$ cat src/rtl/prim_skid_slice.sv
// Ready/valid register slice with main + skid storage; registers both valid/data and ready paths.
// Optional payload parity protection enabled by defining PRIM_SKID_SLICE_PARITY_EN.
module prim_skid_slice #(
   parameter int               Width      = 32,
   parameter logic [Width-1:0] ResetValue = '0
) (
   input  logic             clk_i,
   input  logic             rst_ni,
   input  logic             flush_i,
   input  logic             in_valid_i,
   output logic             in_ready_o,
   input  logic [Width-1:0] in_data_i,
   output logic             out_valid_o,
   input  logic             out_ready_i,
   output logic [Width-1:0] out_data_o,
   output logic             err_o
);

`ifdef PRIM_SKID_SLICE_PARITY_EN
   // Stored word carries an even-parity bit above the payload.
   localparam int                  StoreWidth = Width + 1;
   localparam logic [StoreWidth-1:0] ResetWord = {^ResetValue, ResetValue};
   logic [StoreWidth-1:0] in_word;
   assign in_word = {^in_data_i, in_data_i};
`else
   localparam int                  StoreWidth = Width;
   localparam logic [StoreWidth-1:0] ResetWord = ResetValue;
   logic [StoreWidth-1:0] in_word;
   assign in_word = in_data_i;
`endif

   typedef enum logic [1:0] {
      EMPTY = 2'd0,
      ONE   = 2'd1,
      FULL  = 2'd2
   } state_e;

   state_e                state_reg, state_next;
   logic                  ready_reg, valid_reg;
   logic [StoreWidth-1:0] main_reg, skid_reg, main_next;
   logic                  main_en, skid_en;
   logic                  in_fire, out_fire;

   assign in_ready_o  = ready_reg & ~flush_i;
   assign out_valid_o = valid_reg;
   assign out_data_o  = main_reg[Width-1:0];
   assign in_fire     = in_valid_i & in_ready_o;
   assign out_fire    = valid_reg & out_ready_i;

   always_comb begin
      state_next = state_reg;
      main_en    = 1'b0;
      skid_en    = 1'b0;
      main_next  = in_word;
      case (state_reg)
         EMPTY: begin
            if (in_fire) begin
               state_next = ONE;
               main_en    = 1'b1;
            end
         end
         ONE: begin
            if (in_fire && out_fire) begin
               main_en = 1'b1;
            end else if (in_fire) begin
               state_next = FULL;
               skid_en    = 1'b1;
            end else if (out_fire) begin
               state_next = EMPTY;
            end
         end
         FULL: begin
            if (out_fire) begin
               state_next = ONE;
               main_en    = 1'b1;
               main_next  = skid_reg;
            end
         end
         default: state_next = EMPTY;
      endcase
      // Flush drops everything buffered; storage is left untouched.
      if (flush_i) begin
         state_next = EMPTY;
         main_en    = 1'b0;
         skid_en    = 1'b0;
      end
   end

   always_ff @(posedge clk_i or negedge rst_ni) begin
      if (!rst_ni) begin
         state_reg <= EMPTY;
         ready_reg <= 1'b0;
         valid_reg <= 1'b0;
      end else begin
         state_reg <= state_next;
         ready_reg <= (state_next != FULL);
         valid_reg <= (state_next != EMPTY);
      end
   end

   always_ff @(posedge clk_i or negedge rst_ni) begin
      if (!rst_ni) begin
         main_reg <= ResetWord;
         skid_reg <= ResetWord;
      end else begin
         if (main_en) main_reg <= main_next;
         if (skid_en) skid_reg <= in_word;
      end
   end

`ifdef PRIM_SKID_SLICE_PARITY_EN
   assign err_o = valid_reg & (^main_reg);
`else
   assign err_o = 1'b0;
`endif

endmodule

$ cat config.mk
export PLATFORM = sky130hd
export DESIGN_NAME = prim_skid_slice
export DESIGN_NICKNAME = d
export VERILOG_FILES = /design/src/rtl/prim_skid_slice.sv
export SDC_FILE = /design/constraint.sdc
export NUM_CORES = 1
export LEC_CHECK = 0
export CORE_AREA = 2 2 82 84
export CTS_CLUSTER_DIAMETER = 80
export DETAILED_ROUTE_END_ITERATION = 10
export DIE_AREA = 0 0 84 86
export DONT_BUFFER_PORTS = 1
export GPL_ROUTABILITY_DRIVEN = 1
export HOLD_SLACK_MARGIN = 0.12
export PLACE_DENSITY = 0.63
export SLEW_MARGIN = 30
export SYNTH_ARGS = -nofsm -noshare
export SYNTH_HDL_FRONTEND = slang
export SYNTH_SLANG_ARGS = --single-unit
$ cat constraint.sdc
create_clock -name clk_i -period 3.19 [get_ports clk_i]
set_clock_uncertainty 0.2 [all_clocks]
set_input_delay 0.638 -clock clk_i [delete_from_list [all_inputs] [get_ports clk_i]]
set_output_delay 0.638 -clock clk_i [all_outputs]
set_load 0.01 [all_outputs]
* Word-level counts from Yosys, hierarchy flattened *
Cells that the tools add are included.

operators by class
  bitwise gates (word level) = 4
  mux-type cells = 17
  equality and inequality tests = 3
  reductions and logical operators = 3

operators with widths
  cell                                           number
  two-way mux 32 bit                             2
  two-way mux 2 bit                              6
  two-way mux 1 bit                              7
  case mux 2 bit (3 select lines)                1
  AND 1 bit                                      3
  case mux 1 bit (3 select lines)                1
  == test 2 x 1 -> 1 bit, second input constant  1
  == test 2 bit, second input constant           1
  zero test 2 bit                                1
  != test 2 bit, second input constant           1
  nonzero test 2 bit                             1
  logical AND 1 bit                              1
  inverter 1 bit                                 1

storage, ports and cells
  logic and storage cells = 32
  bits in registers = 68
  bits of input ports = 37
  output and inout bits = 35

* Logic depth before layout (Yosys ltp) *
Gate-level depths: netlist (run 1).

  depth in word-level cells = 8
  gate-level depth with buffers = 5
  gate-level depth less buffers = 3

* Worst setup path before layout (run 1) *
Ideal clock, no wire load.

  path type = in2reg
  start point = input flush_i
  end point = register main_reg[11] (netlist: out_data_o[11])
  setup slack = 1,030 ps
  required time = 2,865 ps
  stages = 4
  arrival time = 1,835 ps
  library setup time = 125 ps
  buffers on the path = 1
  cell sequence = or2_2 o32ai_2 buf_2 mux2_2

on the way
  word-level cells in the longest chain between the ends = 7
  elaborated cells on any way between the ends = 8
  those cells by class = mux: 4; bitwise: 3; reduce/logical: 1

ends and longest elaborated chain
  element                          RTL line  text
  start, declared                  9         input logic flush_i,
  inverter 1 bit                   44        assign in_ready_o = ready_reg & ~flush_i;
  AND 1 bit                        44
  AND 1 bit                        47        assign in_fire = in_valid_i & in_ready_o;
  logical AND 1 bit                63        if (in_fire && out_fire) begin
  two-way mux 1 bit                63
  case mux 1 bit (3 select lines)  55        case (state_reg)
  two-way mux 1 bit *              82        if (flush_i) begin
  end signal, assigned             103       main_reg <= ResetWord;
  end signal, assigned             106       if (main_en) main_reg <= main_next;
  end, declared                    40        logic [StoreWidth-1:0] main_reg, skid_reg, main_next;

Mark *: on every way between the ends. The rest lies on a longest branch, timed or not.
A chain may end at the register's enable or synchronous reset.

* Final worst setup path (run 1) *
  start point = register state_reg[1]
  end point = register main_reg[23] (netlist: out_data_o[23])

on the way
  word-level cells in the longest chain between the ends = 3
  elaborated cells on any way between the ends = 6
  those cells by class = eq/ne: 2; mux: 3; reduce/logical: 1

ends and longest elaborated chain
  element                                RTL line  text
  start, declared                        38        state_e state_reg, state_next;
  start signal, assigned                 95        state_reg <= state_next;
  == test 2 bit (tied with other cells)  55
  case mux 1 bit (3 select lines)        55
  two-way mux 1 bit                      82

Several ways; a longest one is shown, not always the timed one.

==> metrics.yaml, run 1 <==
sta:
  maxSlewHeadroom: 0.399
  fmaxAchievable_mhz: 408
  setup_ws_ns: 0.740
  rsz0062_at_grt: "no"
  drv_slew: 0
  finalHoldViolations: 0
  worst-slew-pin-transition_ns: 0.901
  period_share: 0.768
  setup_violations: 0
  period_needed_ns: 2.45
  whs_ns: 0.176
  setup_tns_ns: 0
floorplan:
  design.die.area_mm2: 0.00722
  die_w_um: 84
  rows: 29
  initial_utilization: 0.494
  die_y_um: 86
  pin_count: 72
  core_area_mm2: 0.00628
synth:
  syn_area_mm2: 0.00310
  syn_avg_cell_area_um2: 16.0
  synth_seq_cells: 68
  yosysWarningCount: 0
  syn_inst: 194
  yosysSeqAreaShare: 0.548
  syn_nets: 231
  synth_cell_types: 23
placement:
  numPortBuffers: 0
  dp_hpwl_um: 3800
  dp_slack_ns: 0.529
  routabilityCongestion: 0.845
  placed_area_mm2: 0.00317
global_route:
  grt_util_all_layers: 0.173
  grt_max_degree: 69
  grt_pass1_wl_um: 9730
  antenna_found_initial: 0
  grt_overflow_total: 0
  grt_pass1_vias: 1857
clocking:
  cts_resized: 0
  cts_root_buffer: "clkbuf_8"
  htreeDepth: 3
  clk_pin_slew_ns: 0.07
  cts_setup_buffers: 0
  cts_made_buffers: 9
  clkLatencyLatePin_ns: 0.33
  cts_tree: "built"
  clock_path_buffers: 2
  cts_hold_buf: 2
  cts.sinks: 68
setup_path:
  crit_end: "out_data_o[23]"
  startpoint_type: "flop"
  required_ns: 3.20
  worst-path-stages: 4
  critical_path.cell_chain: "or2_2, o32ai_4, buf_12, mux2_2"
  crit_type: "flop to flop"
  critPathBufInv: 1
  r2r_slack_ns: 0.74
  slowest_delay_ns: 0.75
  r2r-end: "out_data_o[23]"
  setup.worst_path.start: "state_reg[1]"
  timing.rr.start: "state_reg[1]"
  cp_max_fo: 17
  cpMaxStageDelayCell: "o32ai_4"
  endpoint_kind: "flop"
  arrival_ns: 2.46
  rr_worst_depth: 4
  critPathTopFamily: "compound AO/OA/AOI/OAI gates"
detailed_routing:
  vias_per_cell: 5.78
  drt-initial-drc-count: 70
  finalWirelength_um: 5930
  ant_nets: 0
  wire_per_inst_um: 21.1
  dr.pass1.iters: 4
  dr_total_vias: 1624
  drc: 0
power_and_ir_drop:
  power_leakage_nw: 1.58
  p_per_area_mw_per_mm2: 777
  max-vdd-ir-drop_mv: 0.357
cells_and_area:
  final.fill_count: 493
  syn2layout_area_growth_pct: 11.5
  fin_area_mm2: 0.00346
  finalNetCount: 236
  n_antenna_cell: 0
  drive_above_1_share: 0.578
status:
  status: "finished, final reports clean"
flow_run:
  maxCapViolCount: 0
hold_path:
  min_from: "flush_i"
  hold_path.class: "input port to flop"
Yosys cell counts:
library cell | instances | share of area
a21boi_2 | 1 | 0.0036
inv_1 | 1 | 0.0012
a221o_1 | 1 | 0.0032
mux2_1 | 1 | 0.0036
a31oi_1 | 1 | 0.0020
a221oi_1 | 1 | 0.0028
mux2_4 | 30 | 0.15
nand2b_1 | 1 | 0.0020
buf_6 | 3 | 0.011
or4b_1 | 1 | 0.0032
dfrtp_1 | 68 | 0.55
a21oi_1 | 1 | 0.0016
nand4b_1 | 2 | 0.0056
nand2_1 | 4 | 0.0048
buf_2 | 4 | 0.0065
nor2b_1 | 1 | 0.0020
mux2_2 | 65 | 0.24
buf_4 | 1 | 0.0024
conb_1 | 1 | 0.0012
clkbuf_1 | 3 | 0.0036
or2_2 | 1 | 0.0020
a211o_1 | 1 | 0.0028
o32ai_2 | 1 | 0.0052
through the flow:
step | util | cells | power [mW]
after detailed placement | 0.505 | 263 | 1.81
after global placement | 0.505 | 263 | 1.77
after floorplan | - | 194 | 1.70
after CTS | 0.551 | 281 | 2.72
after global routing | 0.551 | 281 | 2.82
final | 0.551 | 281 | 2.69
where the power goes:
| part | internal (mW) | switching (mW) | total, mW |
|---|---|---|---|
| clock network | 0.562 | 0.310 | 0.871 |
| registers | 1.13 | 0.229 | 1.36 |
| logic | 0.326 | 0.128 | 0.455 |
cells by family after synthesis:
| group | Yosys count | synth area share |
|---|---|---|
| simple gates | 10 | 0.0198 |
| flops | 68 | 0.548 |
| mux | 96 | 0.385 |
| other cells | 1 | 0.00121 |
| buf+inv | 12 | 0.0246 |
| compound gates | 7 | 0.0214 |
worst min-delay path by stage:
stage / to / slack, ns / cells after the start
2_1_floorplan: out_data_o[0] / 0.14 / 0
3_3_place_gp: state_reg[1] / 0.14 / 0
3_5_place_dp: skid_reg[15] / 0.14 / 0
4_1_cts: state_reg[0] / 0.16 / 1
5_1_grt: state_reg[0] / 0.15 / 1
6_report: state_reg[0] / 0.18 / 1
per-layer routing:
| layer | up-vias | GRT usage | share of wire |
|---|---|---|---|
| met5 | - | 0 | 0 |
| met4 | 0 | 0.0821 | 0.014 |
| met3 | 9 | 0.0558 | 0.069 |
| met2 | 62 | 0.292 | 0.51 |
| met1 | 844 | 0.200 | 0.40 |
| li1 | 709 | - | - |
layout make-up:
type                    instances  area, µm²  area share
clock buffers                  12        155      0.0448
clock inverters                 4       95.1      0.0275
inverters                       1       3.75     0.00108
multi-input cells             114       1340       0.386
flip-flops and latches         68       1700       0.492
well taps                      77       96.3      0.0278
repair buffers                  5       72.6      0.0210
cell usage in the layout, fill, tap and decap left out:
| master | n |
|---|---|
| a211o_1 | 1 |
| a21boi_2 | 1 |
| a21oi_1 | 1 |
| a221o_1 | 1 |
| a221oi_1 | 1 |
| a31oi_1 | 1 |
| buf_12 | 1 |
| buf_16 | 1 |
| buf_4 | 2 |
| bufinv_16 | 3 |
| clkbuf_1 | 1 |
| clkbuf_8 | 11 |
| clkinv_2 | 1 |
| conb_1 | 1 |
| dfrtp_1 | 68 |
| dlygate4sd3_1 | 1 |
| inv_1 | 1 |
| mux2_1 | 1 |
| mux2_2 | 65 |
| mux2_4 | 30 |
| nand2_1 | 4 |
| nand2b_1 | 1 |
| nand4b_1 | 2 |
| nor2b_1 | 1 |
| o32ai_4 | 1 |
| or2_2 | 1 |
| or4b_2 | 1 |
worst register-to-register path, stage by stage, from the launching register on:
cell and delay, ns:
dfrtp_1 0.46, or2_2 0.33, o32ai_4 0.75, buf_12 0.25, mux2_2 0.36
Power figures use the tool's default switching activity.
==> inputs of run 2 (changes only) <==
--- a/config.mk
+++ b/config.mk
@@ -12,7 +12,7 @@
 export DONT_BUFFER_PORTS = 1
 export GPL_ROUTABILITY_DRIVEN = 1
 export HOLD_SLACK_MARGIN = 0.12
-export PLACE_DENSITY = 0.63
+export PLACE_DENSITY = 0.65
 export SLEW_MARGIN = 30
 export SYNTH_ARGS = -nofsm -noshare
 export SYNTH_HDL_FRONTEND = slang
==> constraint.sdc (replaced) <==
create_clock -name clk_i -period 2.19 [get_ports clk_i]
set_clock_uncertainty 0.2 [all_clocks]
set_input_delay 0.438 -clock clk_i [delete_from_list [all_inputs] [get_ports clk_i]]
set_output_delay 0.438 -clock clk_i [all_outputs]
set_load 0.01 [all_outputs]
==> run 2 against run 1 <==
Compared with the run above: the run now ends with hold timing left; maximum frequency is 17% higher; via count is 6.4% higher; global-route usage is 1.3 points higher; largest power group unchanged; highest routed layer unchanged.
==> metrics.yaml, run 2 (synthesis results as in run 1) <==
power_and_ir_drop:
  max-vdd-ir-drop_mv: 0.541
  p_switching_uw: 989
  power_leakage_nw: 1.72
  clock_power_share: 0.293
  p_per_area_mw_per_mm2: 1000
  switching_share: 0.260
  p_comb_frac: 0.185
  p_int_mw: 2.81
  p_seq_frac: 0.522
setup_path:
  critical_path.cell_chain: "a21boi_2, or4b_2, buf_4, mux2_4"
  endpoint_kind: "flop"
  crit_type: "flop to flop"
  cpMaxStageDelayCell: "or4b_2"
  cp_max_fo: 17
  arrival_ns: 2.11
  startpoint_type: "flop"
  critPathTopFamily: "simple AND/OR/NAND/NOR gates"
  r2r_slack_ns: 0.1
  required_ns: 2.20
  slowest_delay_ns: 0.61
  critPathBufInv: 1
hold_path:
  hold_path.class: "input port to asynchronous set/reset pin"
status:
  status: "finished, violations left"
  violations: "hold timing"
flow_run:
  maxCapViolCount: 0
cells_and_area:
  final_cell_mix: "68 x dfrtp_1, 65 x mux2_2, 34 x dlygate4sd3_1, 30 x mux2_4"
  finalNetCount: 275
  fin_area_mm2: 0.00378
  utilization: 0.602
  layout_commonest_cell: "dfrtp_1"
  n_antenna_cell: 0
  syn2layout_area_growth_pct: 21.8
  drive_above_1_share: 0.512
  final.fill_count: 470
global_route:
  antenna_found_initial: 0
  grt_overflow_total: 0
  grt_util_all_layers: 0.186
  grt_max_degree: 69
  grt_pass1_vias: 1992
  grt_pass1_wl_um: 10400
placement:
  placed_area_mm2: 0.00323
  dp_slack_ns: 0.0821
  routabilityCongestion: 0.826
  dp_hpwl_um: 3970
  numPortBuffers: 0
clocking:
  cts_setup_buffers: 0
  clkLatencyLatePin_ns: 0.33
  cts_tree: "built"
  cts_resized: 0
  cts_root_buffer: "clkbuf_8"
  clock_path_buffers: 2
  cts_made_buffers: 9
  cts_hold_buf: 34
  cts.sinks: 68
  clk_pin_slew_ns: 0.08
  htreeDepth: 3
sta:
  setup_tns_ns: 0
  fmaxAchievable_mhz: 478
  rsz0062_at_grt: "no"
  period_needed_ns: 2.09
  setup_violations: 0
  drv_slew: 0
  setup_ws_ns: 0.0967
  period_share: 0.956
  whs_ns: -0.410
  finalHoldViolations: 68
detailed_routing:
  wire_per_inst_um: 19.0
  drc: 0
  ant_nets: 0
  dr.pass1.iters: 4
  dr_total_vias: 1728
  vias_per_cell: 5.42
  finalWirelength_um: 6070
  drt-initial-drc-count: 42
floorplan:
  initial_utilization: 0.494
  die_w_um: 84
  core_area_mm2: 0.00628
  die_y_um: 86
  pin_count: 72
  rows: 29
  design.die.area_mm2: 0.00722
## run 2: cell type report
type	instances	area (µm²)	share of cell area
Multi-Input combinational cell	114	1340	0.354
Sequential cell	68	1700	0.450
Inverter	1	3.75	0.000993
Timing Repair Buffer	44	428	0.113
Clock inverter	6	90.1	0.0238
Clock buffer	9	124	0.0328
Tap cell	77	96.3	0.0255
## run 2: worst paths after layout
| path | start | endpoint | cells after the start |
|---|---|---|---|
| worst max-delay path | out_valid_o | skid_reg[10] | 4 |
| worst min-delay path | rst_ni | skid_reg[16] | 0 |
| worst max register to register | out_valid_o | skid_reg[10] | 4 |
| worst min register to register | skid_reg[0] | skid_reg[0] | 1 |
| max in group asynchronous | rst_ni | skid_reg[24] | 0 |
| min in group clk_i | in_valid_i | state_reg[0] | 3 |
## run 2: power by group through the flow
stage	registers (mW)	logic, mW	clock network, mW
floorplan	1.91	0.566	0
global placement	1.98	0.612	0
detailed placement	2.00	0.656	0
CTS	1.99	0.710	1.14
global route	2.03	0.762	1.21
finish	1.98	0.704	1.11
## run 2: metrics by stage
step / cells / total power [mW]
after floorplan: 194 / 2.48
after global placement: 270 / 2.59
after detailed placement: 270 / 2.65
after CTS: 319 / 3.84
after global routing: 319 / 4.01
final: 319 / 3.80
## run 2: layer usage
layer | vias up | track usage | part of all wire
li1 | 790 | - | -
met1 | 882 | 0.226 | 0.42
met2 | 50 | 0.318 | 0.52
met3 | 6 | 0.0616 | 0.053
met4 | 0 | 0.0528 | 0.0086
met5 | - | 0 | 0
